## src/rtl/dat_mem_arb_pkg.sv

```systemverilog
// Shared types and constants for the data-memory arbiter.
//   arb_state_t  : ownership FSM encoding (IDLE, OWN0, OWN1)
//   ADDR_W/DATA_W: data memory geometry (8-bit address, 8-bit data)
//   PROT_LO_DEF/PROT_HI_DEF: default bounds of the write-protected mask table,
//                 used when DAT_MEM_WRPROT_EN is defined.
package dat_mem_arb_pkg;

    typedef enum logic [1:0] {
        IDLE = 2'd0,
        OWN0 = 2'd1,
        OWN1 = 2'd2
    } arb_state_t;

    localparam int ADDR_W      = 8;
    localparam int DATA_W      = 8;
    localparam int PROT_LO_DEF = 60;
    localparam int PROT_HI_DEF = 68;

endpackage

```

## src/rtl/dat_mem_arbiter_rr_pick2.sv

```systemverilog
// rr_pick2: combinational 2-way round-robin chooser.
//   req[1:0] in  : pending requests
//   last     in  : port that owned the memory most recently
//   winner   out : chosen port index; only meaningful when |req
// On a tie the port that did not go last wins; a lone requester always wins.
module rr_pick2 (
    input  logic [1:0] req,
    input  logic       last,
    output logic       winner
);

    assign winner = (req == 2'b11) ? ~last : req[1];

endmodule

```

## src/rtl/dat_mem_arbiter.sv

```systemverilog
// dat_mem_arbiter: shares the single-port 256x8 data memory between port 0
// (core load/store) and port 1 (loader/DMA) with round-robin ownership and a
// bounded burst of MAX_BURST granted accesses per ownership.
//
// Handshake: a port raises req[i] with we/addr/wdat stable and holds them
// until the cycle in which gnt[i] is high; that cycle is the access. A read's
// data appears on rdat_i with rvalid[i] high for exactly the following cycle.
//
// Ports:
//   clk, reset          clock, asynchronous active-high reset
//   req, we             per-port request / write-not-read
//   addr0/1, wdat0/1    per-port address and write data
//   gnt                 combinational grant (one-hot or zero)
//   rdat0/1, rvalid     registered read return
//   mem_wr_en/addr/din  memory drive (all zero when nothing is granted)
//   mem_dout            combinational memory read data
//   prot_err            (DAT_MEM_WRPROT_EN only) pulses the cycle after a
//                       blocked write into PROT_LO..PROT_HI
//   state_dbg           current ownership state
//
// Optional feature macro: DAT_MEM_WRPROT_EN (write protection of the mask table).
module dat_mem_arbiter
    import dat_mem_arb_pkg::*;
#(
    parameter int MAX_BURST = 4
`ifdef DAT_MEM_WRPROT_EN
    ,
    parameter int PROT_LO   = PROT_LO_DEF,
    parameter int PROT_HI   = PROT_HI_DEF
`endif
) (
    input  logic              clk,
    input  logic              reset,
    input  logic [1:0]        req,
    input  logic [1:0]        we,
    input  logic [ADDR_W-1:0] addr0,
    input  logic [ADDR_W-1:0] addr1,
    input  logic [DATA_W-1:0] wdat0,
    input  logic [DATA_W-1:0] wdat1,
    output logic [1:0]        gnt,
    output logic [DATA_W-1:0] rdat0,
    output logic [DATA_W-1:0] rdat1,
    output logic [1:0]        rvalid,
    output logic              mem_wr_en,
    output logic [ADDR_W-1:0] mem_addr,
    output logic [DATA_W-1:0] mem_din,
    input  logic [DATA_W-1:0] mem_dout,
`ifdef DAT_MEM_WRPROT_EN
    output logic              prot_err,
`endif
    output logic [1:0]        state_dbg
);

    localparam int CNT_W = (MAX_BURST < 2) ? 1 : $clog2(MAX_BURST);
    localparam logic [CNT_W-1:0] BURST_LAST = CNT_W'(MAX_BURST - 1);

    arb_state_t       state, state_nxt;
    logic             last, last_nxt;
    logic [CNT_W-1:0] burst_cnt, burst_nxt;

    logic pick;
    logic own_sel;
    logic own_req;
    logic other_req;
    logic any_gnt;
    logic sel;
    logic wr_req;
    logic wr_blocked;

    rr_pick2 u_pick (
        .req    (req),
        .last   (last),
        .winner (pick)
    );

    // Owner-relative views of the request lines, valid in OWN0/OWN1.
    assign own_sel   = (state == OWN1);
    assign own_req   = own_sel ? req[1] : req[0];
    assign other_req = own_sel ? req[0] : req[1];

    assign gnt[0] = (state == OWN0) & req[0];
    assign gnt[1] = (state == OWN1) & req[1];

    assign state_dbg = state;

    always_ff @(posedge clk or posedge reset) begin
        if (reset) begin
            state     <= IDLE;
            last      <= 1'b1;
            burst_cnt <= '0;
        end else begin
            state     <= state_nxt;
            last      <= last_nxt;
            burst_cnt <= burst_nxt;
        end
    end

    always_comb begin
        state_nxt = state;
        last_nxt  = last;
        burst_nxt = burst_cnt;
        case (state)
            IDLE: begin
                if (|req) begin
                    state_nxt = pick ? OWN1 : OWN0;
                    burst_nxt = '0;
                end
            end
            OWN0, OWN1: begin
                if (!own_req) begin
                    // Owner released: hand straight to a waiting port, else idle.
                    last_nxt  = own_sel;
                    burst_nxt = '0;
                    if (other_req) state_nxt = own_sel ? OWN0 : OWN1;
                    else           state_nxt = IDLE;
                end else if (burst_cnt == BURST_LAST) begin
                    // Burst exhausted on this grant. A lone requester keeps the
                    // memory and simply starts a fresh burst.
                    burst_nxt = '0;
                    if (other_req) begin
                        last_nxt  = own_sel;
                        state_nxt = own_sel ? OWN0 : OWN1;
                    end
                end else begin
                    burst_nxt = burst_cnt + CNT_W'(1);
                end
            end
            default: begin
                state_nxt = IDLE;
                burst_nxt = '0;
            end
        endcase
    end

    // Memory drive from the granted port; everything is zero without a grant.
    assign any_gnt  = |gnt;
    assign sel      = gnt[1];
    assign mem_addr = any_gnt ? (sel ? addr1 : addr0) : '0;
    assign mem_din  = any_gnt ? (sel ? wdat1 : wdat0) : '0;
    assign wr_req   = any_gnt & (sel ? we[1] : we[0]);

`ifdef DAT_MEM_WRPROT_EN
    localparam logic [ADDR_W-1:0] PLO = ADDR_W'(PROT_LO);
    localparam logic [ADDR_W-1:0] PHI = ADDR_W'(PROT_HI);

    assign wr_blocked = wr_req & (mem_addr >= PLO) & (mem_addr <= PHI);

    always_ff @(posedge clk or posedge reset) begin
        if (reset) prot_err <= 1'b0;
        else       prot_err <= wr_blocked;
    end
`else
    assign wr_blocked = 1'b0;
`endif

    assign mem_wr_en = wr_req & ~wr_blocked;

    // Read return: capture the memory output at the granted edge.
    always_ff @(posedge clk or posedge reset) begin
        if (reset) begin
            rdat0  <= '0;
            rdat1  <= '0;
            rvalid <= 2'b00;
        end else begin
            rvalid[0] <= gnt[0] & ~we[0];
            rvalid[1] <= gnt[1] & ~we[1];
            if (gnt[0] & ~we[0]) rdat0 <= mem_dout;
            if (gnt[1] & ~we[1]) rdat1 <= mem_dout;
        end
    end

endmodule
```

## config.mk

```make
export PLATFORM = sky130hd
export DESIGN_NAME = dat_mem_arbiter
export DESIGN_NICKNAME = d
export VERILOG_FILES = /design/src/rtl/dat_mem_arb_pkg.sv /design/src/rtl/dat_mem_arbiter_rr_pick2.sv /design/src/rtl/dat_mem_arbiter.sv
export SDC_FILE = /design/constraint.sdc
export NUM_CORES = 1
export LEC_CHECK = 0
export ABC_AREA = 0
export ABC_CLOCK_PERIOD_IN_PS = 2200
export CORE_ASPECT_RATIO = 0.8
export CORE_MARGIN = 4
export CORE_UTILIZATION = 35
export CTS_CLUSTER_DIAMETER = 40
export CTS_CLUSTER_SIZE = 20
export DETAILED_ROUTE_END_ITERATION = 8
export PLACE_DENSITY = 0.81
export SYNTH_ARGS = -nofsm -noshare
export SYNTH_HDL_FRONTEND = slang
export SYNTH_SLANG_ARGS = --single-unit
```

## constraint.sdc

```tcl
create_clock -name clk -period 2.2 [get_ports clk]
set_input_delay 0.44 -clock clk [delete_from_list [all_inputs] [get_ports clk]]
set_output_delay 0.44 -clock clk [all_outputs]
set_load 0.01 [all_outputs]
```

==> results_dict.tcl <==
set metrics [dict create \
    drt_first_iter_violations 31 \
    routed_via_density 4.82 \
    die_x_um 74.9 \
    io-pin-count 85 \
    ys_ff_latch 23 \
    drive_gt1_share_pct 15.6 \
    slew_violations 0 \
    via_count_of_the_first_global_routing_pass 1227 \
    worstHoldPathType "register to register" \
    drc 0 \
    lkg_pwr_uw 0.00107 \
    worst-slew-pin-transition_ns 0.452 \
    die_height_um 61.5 \
    synth_edf_count 0 \
    share_seq_of_total_power_pct 30.0 \
    postSynthAreaPerCell_um2 10.4 \
    cts_tree "built" \
    clockPowerShare_pct 11.3 \
    antennaDiodeCount 0 \
    worst_skew_pair.late_latency_ns 0.27 \
    power.combinational.fraction_pct 58.7 \
    area_growth_syn_to_layout_pct 82.3 \
    grt.overflow.total 0 \
    layout.filler_cells 258 \
    period_share_pct 97.2 \
    worst_clock_skew_ns 0.00215 \
    postPlaceCellArea_mm2 0.00222 \
    route.final.wire_length_um 4050 \
    setup_viol_count_final 0 \
    globalplace.congestion 0.721 \
    yosysTopAreaCellShare_pct 44.0 \
    synthesis.yosys.warnings 0 \
    drt.antenna.violating_nets 0 \
    hpwl_after_dpl_um 3170 \
    synth_cell_types 25 \
    multi_input_gate_area_in_the_final_layout_um2 614 \
    final_hold_viol_count 0 \
    worst_ir_drop_vdd_mv 0.611 \
    synthesis.area_mm2 0.00125 \
    netSwitchingFraction_pct 35.4 \
    h_tree_levels 1 \
    cts_hold_buf 0 \
    tns_ns 0 \
    effective_utilization_at_floorplan_pct 36.3 \
    flip_flop_cell_with_the_highest_count_after_synthesis "dfrtp_1" \
    cts.path.max_buffers 2 \
    cts_num_sinks 23 \
    slew_headroom_pct 69.8 \
    cts_buffers 3 \
    drt_pre_antenna_iters 4 \
    setup_repair_after_global_routing_missed_its_margin "false" \
    synth-async-reset-ratio_pct 100 \
    wire_length_of_the_first_global_routing_pass_um 5660 \
    clock-root-buffer "clkbuf_8" \
    path_clk_slew_ns 0.09 \
    power.switching_uw 849 \
    arrival_ns 1.70 \
    detail_route.wl_per_cell_um 15.6 \
    synth.yosys.seq_area_share_pct 46.1 \
    core_mm2 0.00345 \
    fin_nets 271 \
    syn-instance-count 121 \
    die_area_mm2 0.00461 \
    antenna_found_initial 0 \
    postSynthNetCount 173 \
    internal_power_uw 1550 \
    yosys-top-cells-area "dfrtp_1 (44%), a22o_1 (12%), mux2_1 (9.9%)" \
    max_freq_mhz 468 \
    via_count 1253 \
    setup.worst_path.start_class "input port" \
    count_of_max_cap_constraint_violations 0 \
    cp_max_fo 17 \
    synth.largest_area_cell "dfrtp_1" \
    grt_start_max_net_pins 24 \
    worst_ep_required_time_ns 1.76 \
    run_status "complete, no violations" \
    period_needed_ns 2.14 \
    core.rowCount 19 \
    port-buffer-count 84 \
    layout.cell_area.non_filler_mm2 0.00228 \
    netlist_top_cells_count "nand2_1 (28), dfrtp_1 (22), a22o_1 (17)" \
    area_taken_by_flip_flops_and_latches_um2 577 \
    globalRouteTotalUtil_pct 16.6 \
    yosysMostFrequentCell "nand2_1" \
    worst_setup_path_end_kind "output pin" \
    p_per_area_mw_per_mm2 1050 \
    worstSetupPathType "input port to output pin" \
]
==> critical path, stage by stage <==
cell	delay, ns
clkdlybuf4s50_1	0.48
and2_4	0.18
nor2_4	0.05
buf_12	0.14
a22o_1	0.18
clkdlybuf4s15_2	0.23
==> worst paths after layout <==
kind                       cells past startpoint  slack (ns)                startpoint                  endpoint
setup / recovery                               6        0.06                    req[1]                mem_din[6]
hold / removal                                 2        0.49      rdat0[3]$_DFFE_PP0P_      rdat0[3]$_DFFE_PP0P_
setup reg to reg                               6        0.28  state_dbg[1]$_DFFE_PP0P_  state_dbg[1]$_DFFE_PP0P_
hold reg to reg                                2        0.49      rdat0[3]$_DFFE_PP0P_      rdat0[3]$_DFFE_PP0P_
max in group asynchronous                      3        1.42                     reset          last$_DFFE_PP1P_
min in group asynchronous                      3        0.51                     reset      rdat0[0]$_DFFE_PP0P_
==> stage by stage <==
step	setup slack (ns)	utilization, %	cells	hold WS (ns)	power [µW]
CTS	0.0158	66.0	259	0.491	2410
floorplan	0.185	-	121	0.441	1360
finish	0.0615	66.2	260	0.487	2400
detailed placement	-0.317	64.4	254	0.465	2160
global route	0.00191	66.2	260	0.520	2570
global placement	-0.280	64.4	254	0.461	2100
==> layout make-up <==
cell class	count	area share [%]
repair buffers	99	42.0
multi-input cells	83	26.9
flip-flops and latches	23	25.3
well taps	42	2.30
clock buffers	3	1.81
inverters	9	1.48
clock inverters	1	0.219
==> layout by cell type, fill, tap and decap left out, types with 2 or more instances in the layout <==
cell,instances
nand2b_1,2
inv_2,2
dfrtp_1,22
mux2_1,11
buf_4,13
clkdlybuf4s15_2,3
o21ai_0,2
a22o_1,17
clkdlybuf4s15_1,11
nand2_1,27
clkbuf_8,3
inv_1,7
a21oi_1,2
ha_1,5
o211ai_1,2
clkdlybuf4s50_1,65
clkbuf_2,3
o21ai_1,2
==> power groups by stage <==
| stage | combinational (µW) | sequential [µW] | clock (µW) |
|---|---|---|---|
| after floorplan | 556 | 803 | 0 |
| after global placement | 1390 | 712 | 0 |
| after CTS | 1410 | 719 | 277 |
| after detailed placement | 1430 | 726 | 0 |
| final | 1410 | 720 | 270 |
| after global routing | 1530 | 747 | 293 |
==> cells by family (layout without fill, tap and decap cells) <==
| logic type | Yosys count | count (layout) | synth area share [%] |
|---|---|---|---|
| AOI/OAI and AO/OA | 29 | 29 | 18.6 |
| DFF | 23 | 23 | 46.1 |
| adders and majority gates | 6 | 6 | 5.99 |
| buffers and inverters | 15 | 112 | 5.49 |
| muxes | 11 | 11 | 9.89 |
| and+or+nand+nor | 37 | 37 | 14.0 |
==> per-layer routing <==
metal,global-route usage [%],part of all wire [%],wire length [µm]
met5,0,0,0
met1,18.4,38,1560
met3,3.59,11,435
met4,7.36,2.0,79
met2,30.5,49,1980
==> flip-flops by register name, summed over array words and instances (netlist names) <==
signal / cells
rdat1: 8
state_dbg: 2
rvalid: 2
rdat0: 8
last: 1
burst_cnt: 2
==> what timing repair did <==
action	in CTS	in global routing
endpoints found under the setup margin	19	18
endpoints found under the hold margin	0	0
resized for setup	35	14
setup buffers	0	1
gates cloned	1	0
pin swaps	0	0
Note: power is estimated with default switching activity, not from simulation.
